`config.mk`:
```
export PLATFORM = sky130hd
export DESIGN_NAME = alu_core
export DESIGN_NICKNAME = d
export VERILOG_FILES = /design/src/rtl/def_pkg.sv /design/src/rtl/alu_mul_pipe.sv /design/src/rtl/alu_core.sv
export SDC_FILE = /design/constraint.sdc
export NUM_CORES = 1
export LEC_CHECK = 0
export ABC_CLOCK_PERIOD_IN_PS = 2950
export CELL_PAD_IN_SITES_DETAIL_PLACEMENT = 1
export CELL_PAD_IN_SITES_GLOBAL_PLACEMENT = 2
export CORE_ASPECT_RATIO = 1.75
export CORE_MARGIN = 2
export CORE_UTILIZATION = 27
export DETAILED_ROUTE_END_ITERATION = 10
export GPL_ROUTABILITY_DRIVEN = 0
export PLACE_DENSITY_LB_ADDON = 0.12
export SYNTH_ARGS = -nofsm -noshare
export SYNTH_HDL_FRONTEND = slang
export SYNTH_HIERARCHICAL = 1
export SYNTH_SLANG_ARGS = --single-unit
```
`constraint.sdc`:
```
create_clock -name clk -period 2.95 [get_ports clk]
set_clock_uncertainty 0.2 [all_clocks]
set_input_delay 0.59 -clock clk [delete_from_list [all_inputs] [get_ports clk]]
set_output_delay 0.59 -clock clk [all_outputs]
set_load 0.1 [all_outputs]
```
`src/rtl/def_pkg.sv`:
```
// Shared ALU definitions: opcode encodings, datapath widths, FSM states and the captured request.
package def_pkg;

    localparam int unsigned DATA_W          = 8;
    localparam int unsigned RES_W           = 16;
    localparam int unsigned OP_W            = 3;
    localparam int unsigned MUL_LAT_DEFAULT = 3;

    typedef enum logic [OP_W-1:0] {
        no_op  = 3'b000,
        add_op = 3'b001,
        and_op = 3'b010,
        xor_op = 3'b011,
        mul_op = 3'b100,
        rst_op = 3'b111
    } operation_t;

    typedef enum logic [1:0] {
        S_IDLE = 2'b00,
        S_EXEC = 2'b01,
        S_MUL  = 2'b10
    } state_t;

    typedef struct packed {
        logic [DATA_W-1:0] a;
        logic [DATA_W-1:0] b;
        operation_t        op;
    } alu_req_t;

    // Unused encodings 101/110 fold onto no_op.
    function automatic operation_t decode_op(input logic [OP_W-1:0] raw);
        operation_t dec;
        case (raw)
            3'b001:  dec = add_op;
            3'b010:  dec = and_op;
            3'b011:  dec = xor_op;
            3'b100:  dec = mul_op;
            3'b111:  dec = rst_op;
            default: dec = no_op;
        endcase
        return dec;
    endfunction

endpackage

```
`src/rtl/alu_mul_pipe.sv`:
```
// 8x8 unsigned multiplier with LAT register stages and a valid bit that travels with the data.
module alu_mul_pipe
    import def_pkg::*;
#(
    parameter int unsigned LAT = MUL_LAT_DEFAULT
) (
    input  logic              clk,
    input  logic              reset_n,
    input  logic              valid_in,
    input  logic [DATA_W-1:0] a,
    input  logic [DATA_W-1:0] b,
    output logic              valid_out,
    output logic [RES_W-1:0]  product
);

    logic [LAT-1:0]   vld_q;
    logic [RES_W-1:0] prod_q [LAT];

    // First stage multiplies; later stages only retime the product.
    always_ff @(posedge clk or negedge reset_n) begin
        if (!reset_n) begin
            vld_q <= '0;
            for (int i = 0; i < int'(LAT); i++) begin
                prod_q[i] <= '0;
            end
        end else begin
            vld_q <= {vld_q[LAT-2:0], valid_in};
            if (valid_in) begin
                prod_q[0] <= RES_W'(a) * RES_W'(b);
            end
            for (int i = 1; i < int'(LAT); i++) begin
                prod_q[i] <= prod_q[i-1];
            end
        end
    end

    assign valid_out = vld_q[LAT-1];
    assign product   = prod_q[LAT-1];

endmodule

```
`src/rtl/alu_core.sv`:
```
// Multi-cycle 8-bit ALU: edge-triggered start, single-cycle logic ops, pipelined multiply,
// one shared registered result and a one-cycle done pulse.
module alu_core
    import def_pkg::*;
#(
    parameter int unsigned MUL_LAT = MUL_LAT_DEFAULT
) (
    input  logic              clk,
    input  logic              reset_n,
    input  logic [DATA_W-1:0] A,
    input  logic [DATA_W-1:0] B,
    input  logic [OP_W-1:0]   op,
    input  logic              start,
    output logic              done,
    output logic [RES_W-1:0]  result
);

    localparam int unsigned CNT_W = (MUL_LAT > 2) ? $clog2(MUL_LAT) : 1;

    state_t           state, state_nxt;
    alu_req_t         cap_q;
    logic             start_q;
    logic [CNT_W-1:0] cnt, cnt_nxt;
    logic             done_nxt;
    logic [RES_W-1:0] result_nxt;

    logic             accept_c;
    operation_t       op_dec_c;
    logic             mul_valid;
    logic [RES_W-1:0] mul_product;
    logic [DATA_W:0]  sum_c;

    assign op_dec_c = decode_op(op);
    assign accept_c = start && !start_q && (state == S_IDLE);
    assign sum_c    = {1'b0, cap_q.a} + {1'b0, cap_q.b};

    // Operands go straight from the ports into the pipe so its first stage loads on the accept edge.
    alu_mul_pipe #(
        .LAT (MUL_LAT)
    ) u_mul_pipe (
        .clk       (clk),
        .reset_n   (reset_n),
        .valid_in  (accept_c && (op_dec_c == mul_op)),
        .a         (A),
        .b         (B),
        .valid_out (mul_valid),
        .product   (mul_product)
    );

    // Start-edge detector and operand capture.
    always_ff @(posedge clk or negedge reset_n) begin
        if (!reset_n) begin
            start_q <= 1'b0;
            cap_q   <= '{a: '0, b: '0, op: no_op};
        end else begin
            start_q <= start;
            if (accept_c) begin
                cap_q <= '{a: A, b: B, op: op_dec_c};
            end
        end
    end

    // State, counter and registered outputs.
    always_ff @(posedge clk or negedge reset_n) begin
        if (!reset_n) begin
            state  <= S_IDLE;
            cnt    <= '0;
            done   <= 1'b0;
            result <= '0;
        end else begin
            state  <= state_nxt;
            cnt    <= cnt_nxt;
            done   <= done_nxt;
            result <= result_nxt;
        end
    end

    // Next-state, counter and result selection.
    always_comb begin
        state_nxt  = state;
        cnt_nxt    = cnt;
        done_nxt   = 1'b0;
        result_nxt = result;
        case (state)
            S_IDLE: begin
                cnt_nxt = '0;
                if (accept_c) begin
                    state_nxt = (op_dec_c == mul_op) ? S_MUL : S_EXEC;
                end
            end
            S_EXEC: begin
                state_nxt = S_IDLE;
                done_nxt  = 1'b1;
                case (cap_q.op)
                    add_op:  result_nxt = RES_W'(sum_c);
                    and_op:  result_nxt = RES_W'(cap_q.a & cap_q.b);
                    xor_op:  result_nxt = RES_W'(cap_q.a ^ cap_q.b);
                    rst_op:  result_nxt = '0;
                    default: result_nxt = result;
                endcase
            end
            S_MUL: begin
                if ((cnt == CNT_W'(MUL_LAT - 1)) && mul_valid) begin
                    state_nxt  = S_IDLE;
                    done_nxt   = 1'b1;
                    result_nxt = mul_product;
                end else begin
                    cnt_nxt = cnt + CNT_W'(1);
                end
            end
            default: state_nxt = S_IDLE;
        endcase
    end

endmodule

```
==> results.sh <==
export IMPL_status="complete, but fails checks"
export IMPL_violations="setup timing"
export IMPL_routedWlPerCell_microns=16.4
export IMPL_drt_first_pass_iters=4
export IMPL_clkSinkCount=92
export IMPL_antenna_found_initial=0
export IMPL_reg2reg_to="result[6]"
export IMPL_fin_area_sq_um=7770
export IMPL_power_density_nw_per_um2=936
export IMPL_maxSlewHeadroom=0.695
export IMPL_grtUsageTotal=0.139
export IMPL_grt_max_degree=36
export IMPL_p_total_w=0.00728
export IMPL_dpl_cell_area_sq_um=7130
export IMPL_cts_max_level=3
export IMPL_finalCritPeriodShare=1.41
export IMPL_cp_data_arrival_time_ns=4.20
export IMPL_synth_top_cell_area_share=0.379
export IMPL_io_pins=39
export IMPL_fillers=2444
export IMPL_dp_hpwl_microns=12800
export IMPL_syn_area_sq_um=6070
export IMPL_worst_hold_slack_ns=0.139
export IMPL_drv_slew=0
export IMPL_critPathRequiredTime_ns=2.98
export IMPL_drive_above_1_share=0.325
export IMPL_synth_edf_count=0
export IMPL_busiest_layer="met2"
export IMPL_cts_root_buf="clkbuf_16"
export IMPL_reg2regPathDepth=7
export IMPL_yosys_most_used_dff="dfrtp_1"
export IMPL_critPathLaunchType="input pin"
export IMPL_num_antenna_cells=0
export IMPL_die_h_microns=202
export IMPL_r2r_setup_slack_ns=0.57
export IMPL_drc=0
export IMPL_die_w_microns=117
export IMPL_worstMarginPinSlew_ns=0.457
export IMPL_ys_seq_area_frac=0.379
export IMPL_yosysUniqueCellTypes=59
export IMPL_start_util=0.275
export IMPL_use_met1=0.142
export IMPL_ir_drop_mv=0.309
export IMPL_dp_slack_ns=-2.20
export IMPL_async_reset_ff_frac=1.00
export IMPL_cts_tree="done"
export IMPL_grt_overflow=0
export IMPL_worstPathMaxFanout=4
export IMPL_final_core_utilization=0.352
export IMPL_vias_per_cell=4.47
export IMPL_synth_seq_cells=92
export IMPL_port_buffers=38
export IMPL_core_sq_um=22100
export IMPL_clkLatencyLatePin_ns=0.35
export IMPL_min_path_type="flop to flop"
export IMPL_setup_worst_path_class="input pin to flop"
export IMPL_hold_path_end="u_mul_pipe/product[7]"
export IMPL_mostFrequentLayoutCell="dfrtp_1"
export IMPL_ys_warn_count=6
export IMPL_end_kind="flop"
export IMPL_cts_buffers=9
export IMPL_area_growth_pct=28.1
export IMPL_met2_usage=0.275
export IMPL_final_cell_mix="dfrtp_1, buf_4, nand2_1"
export IMPL_setup_viol=12
export IMPL_synth_top_cell_by_area="dfrtp_1"
export IMPL_rows=72
export IMPL_via_count=4261
export IMPL_max_freq_mhz=240
export IMPL_min_path_cells=0
export IMPL_ant_nets=0
export IMPL_hold_path_startpoint="u_mul_pipe/prod_q[23]"
export IMPL_reg2reg_from="cap_q[3]"
export IMPL_setup_slack_ns=-1.22
export IMPL_wl_microns=15600
export IMPL_first_global_vias=4793
export IMPL_synth_area_leaders="dfrtp_1, fa_1, ha_1"
export IMPL_drt_initial_drc_count=124
export IMPL_cts_clk_slew_worst_paths_ns=0.07
export IMPL_maxCapViolCount=0
export IMPL_min_period_ns=4.17
export IMPL_syn_area_per_cell_sq_um=10.8
export IMPL_synthesis_nets=669
export IMPL_postSynthCellCount=562
export IMPL_clk_path_buf_depth=2
export IMPL_grt_pass1_wl_microns=25800
export IMPL_fin_nets=760
export IMPL_grt_use_met3=0.0155
export IMPL_hold_violations=0
export IMPL_dieArea_sq_um=23700
export IMPL_rsz0062_at_grt="yes"
export IMPL_power_leakage_nw=3.58
-- cells in the mapped netlist (2+ instances only) --
master,n
nand2b_1,5
buf_2,3
o31ai_1,7
o21ai_1,5
clkbuf_8,4
a211oi_1,4
nor2_1,12
dfrtp_1,92
o21ai_0,19
ha_1,48
inv_1,57
xnor2_1,11
o211ai_1,4
nand3_1,6
buf_4,18
a21o_1,5
a211oi_2,2
clkbuf_1,3
a21oi_2,2
a21oi_1,22
and2_1,47
nand3b_1,3
mux2i_1,10
o2bb2ai_1,4
mux2_2,26
fa_1,37
xor2_1,4
mux2_1,4
nand4_1,2
o21ai_2,2
nand2_1,59
nor2b_1,8
-- critical path: stages --
cell and delay (ns):
buf_8 0.10, and2_4 0.15, fa_1 0.54, inv_1 0.06
fa_1 0.48, inv_1 0.05, fa_1 0.48, inv_1 0.05
fa_1 0.48, inv_2 0.04, ha_4 0.27, o211ai_1 0.10
o21ai_2 0.15, buf_6 0.14, a41oi_2 0.11, xnor2_1 0.14
mux2_4 0.25
-- kinds of logic after synthesis --
kind of cell / Yosys count / synth area share
adders and majority gates: 86 / 0.223
AOI/OAI and AO/OA: 92 / 0.104
xor gates and xnor gates: 15 / 0.0216
and+or+nand+nor: 150 / 0.127
DFF: 92 / 0.379
buffers and inverters: 87 / 0.0734
muxes: 40 / 0.0721
-- flip-flops by register name, summed over array words and instances, names as in the netlist --
signal	count
done	1
result	16
cnt	2
u_mul_pipe/vld_q	3
u_mul_pipe/product	16
state	2
start_q	1
u_mul_pipe/prod_q	32
cap_q	19
-- through the flow --
stage,std cells,TNS [ns]
after floorplan,562,-11.31
after global placement,922,-22.56
after detailed placement,922,-23.35
after CTS,948,-11.63
after global routing,954,-12.76
final,954,-11.49
-- routing by layer --
metal / wire (microns) / vias to the layer above
met1: 5700 / 2137
met5: 0 / -
met2: 9070 / 53
li1: - / 2044
met4: 557 / 0
met3: 277 / 27
-- repair_timing --
action	CTS	global route
hold buffers	1	0
pin swaps	26	23
gates resized for setup	104	20
hold endpoints to repair	13	0
endpoints found under the setup margin	13	12
buffers inserted	9	6
-- power breakdown --
group | switching [W] | leakage [nW] | internal [W]
clock | 0.000506 | 0.142 | 0.000686
combinational | 0.00225 | 2.29 | 0.00185
sequential | 0.000241 | 1.15 | 0.00174
total | 0.00300 | 3.58 | 0.00428
-- worst max-delay path by stage --
stage / slack, ns / cells after the start / start / to
after global placement: -2.12 / 16 / B[3] / u_mul_pipe/prod_q[44]
after CTS: -1.19 / 17 / A[3] / u_mul_pipe/prod_q[44]
after floorplan: -1.29 / 15 / A[5] / u_mul_pipe/prod_q[44]
final: -1.22 / 17 / A[3] / u_mul_pipe/prod_q[44]
after global routing: -1.33 / 15 / B[7] / u_mul_pipe/prod_q[45]
after detailed placement: -2.20 / 16 / B[3] / u_mul_pipe/prod_q[42]
-- cell type report --
cell class	instances	area, sq um	share of cell area
Timing Repair Buffer	110	948	0.122
Multi-Input combinational cell	383	3630	0.467
Tap cell	296	370	0.0476
Clock buffer	10	239	0.0307
Inverter	57	214	0.0275
Clock inverter	6	70.1	0.00901
Sequential cell	92	2300	0.296
No activity file was read; power rests on OpenSTA's default activity.
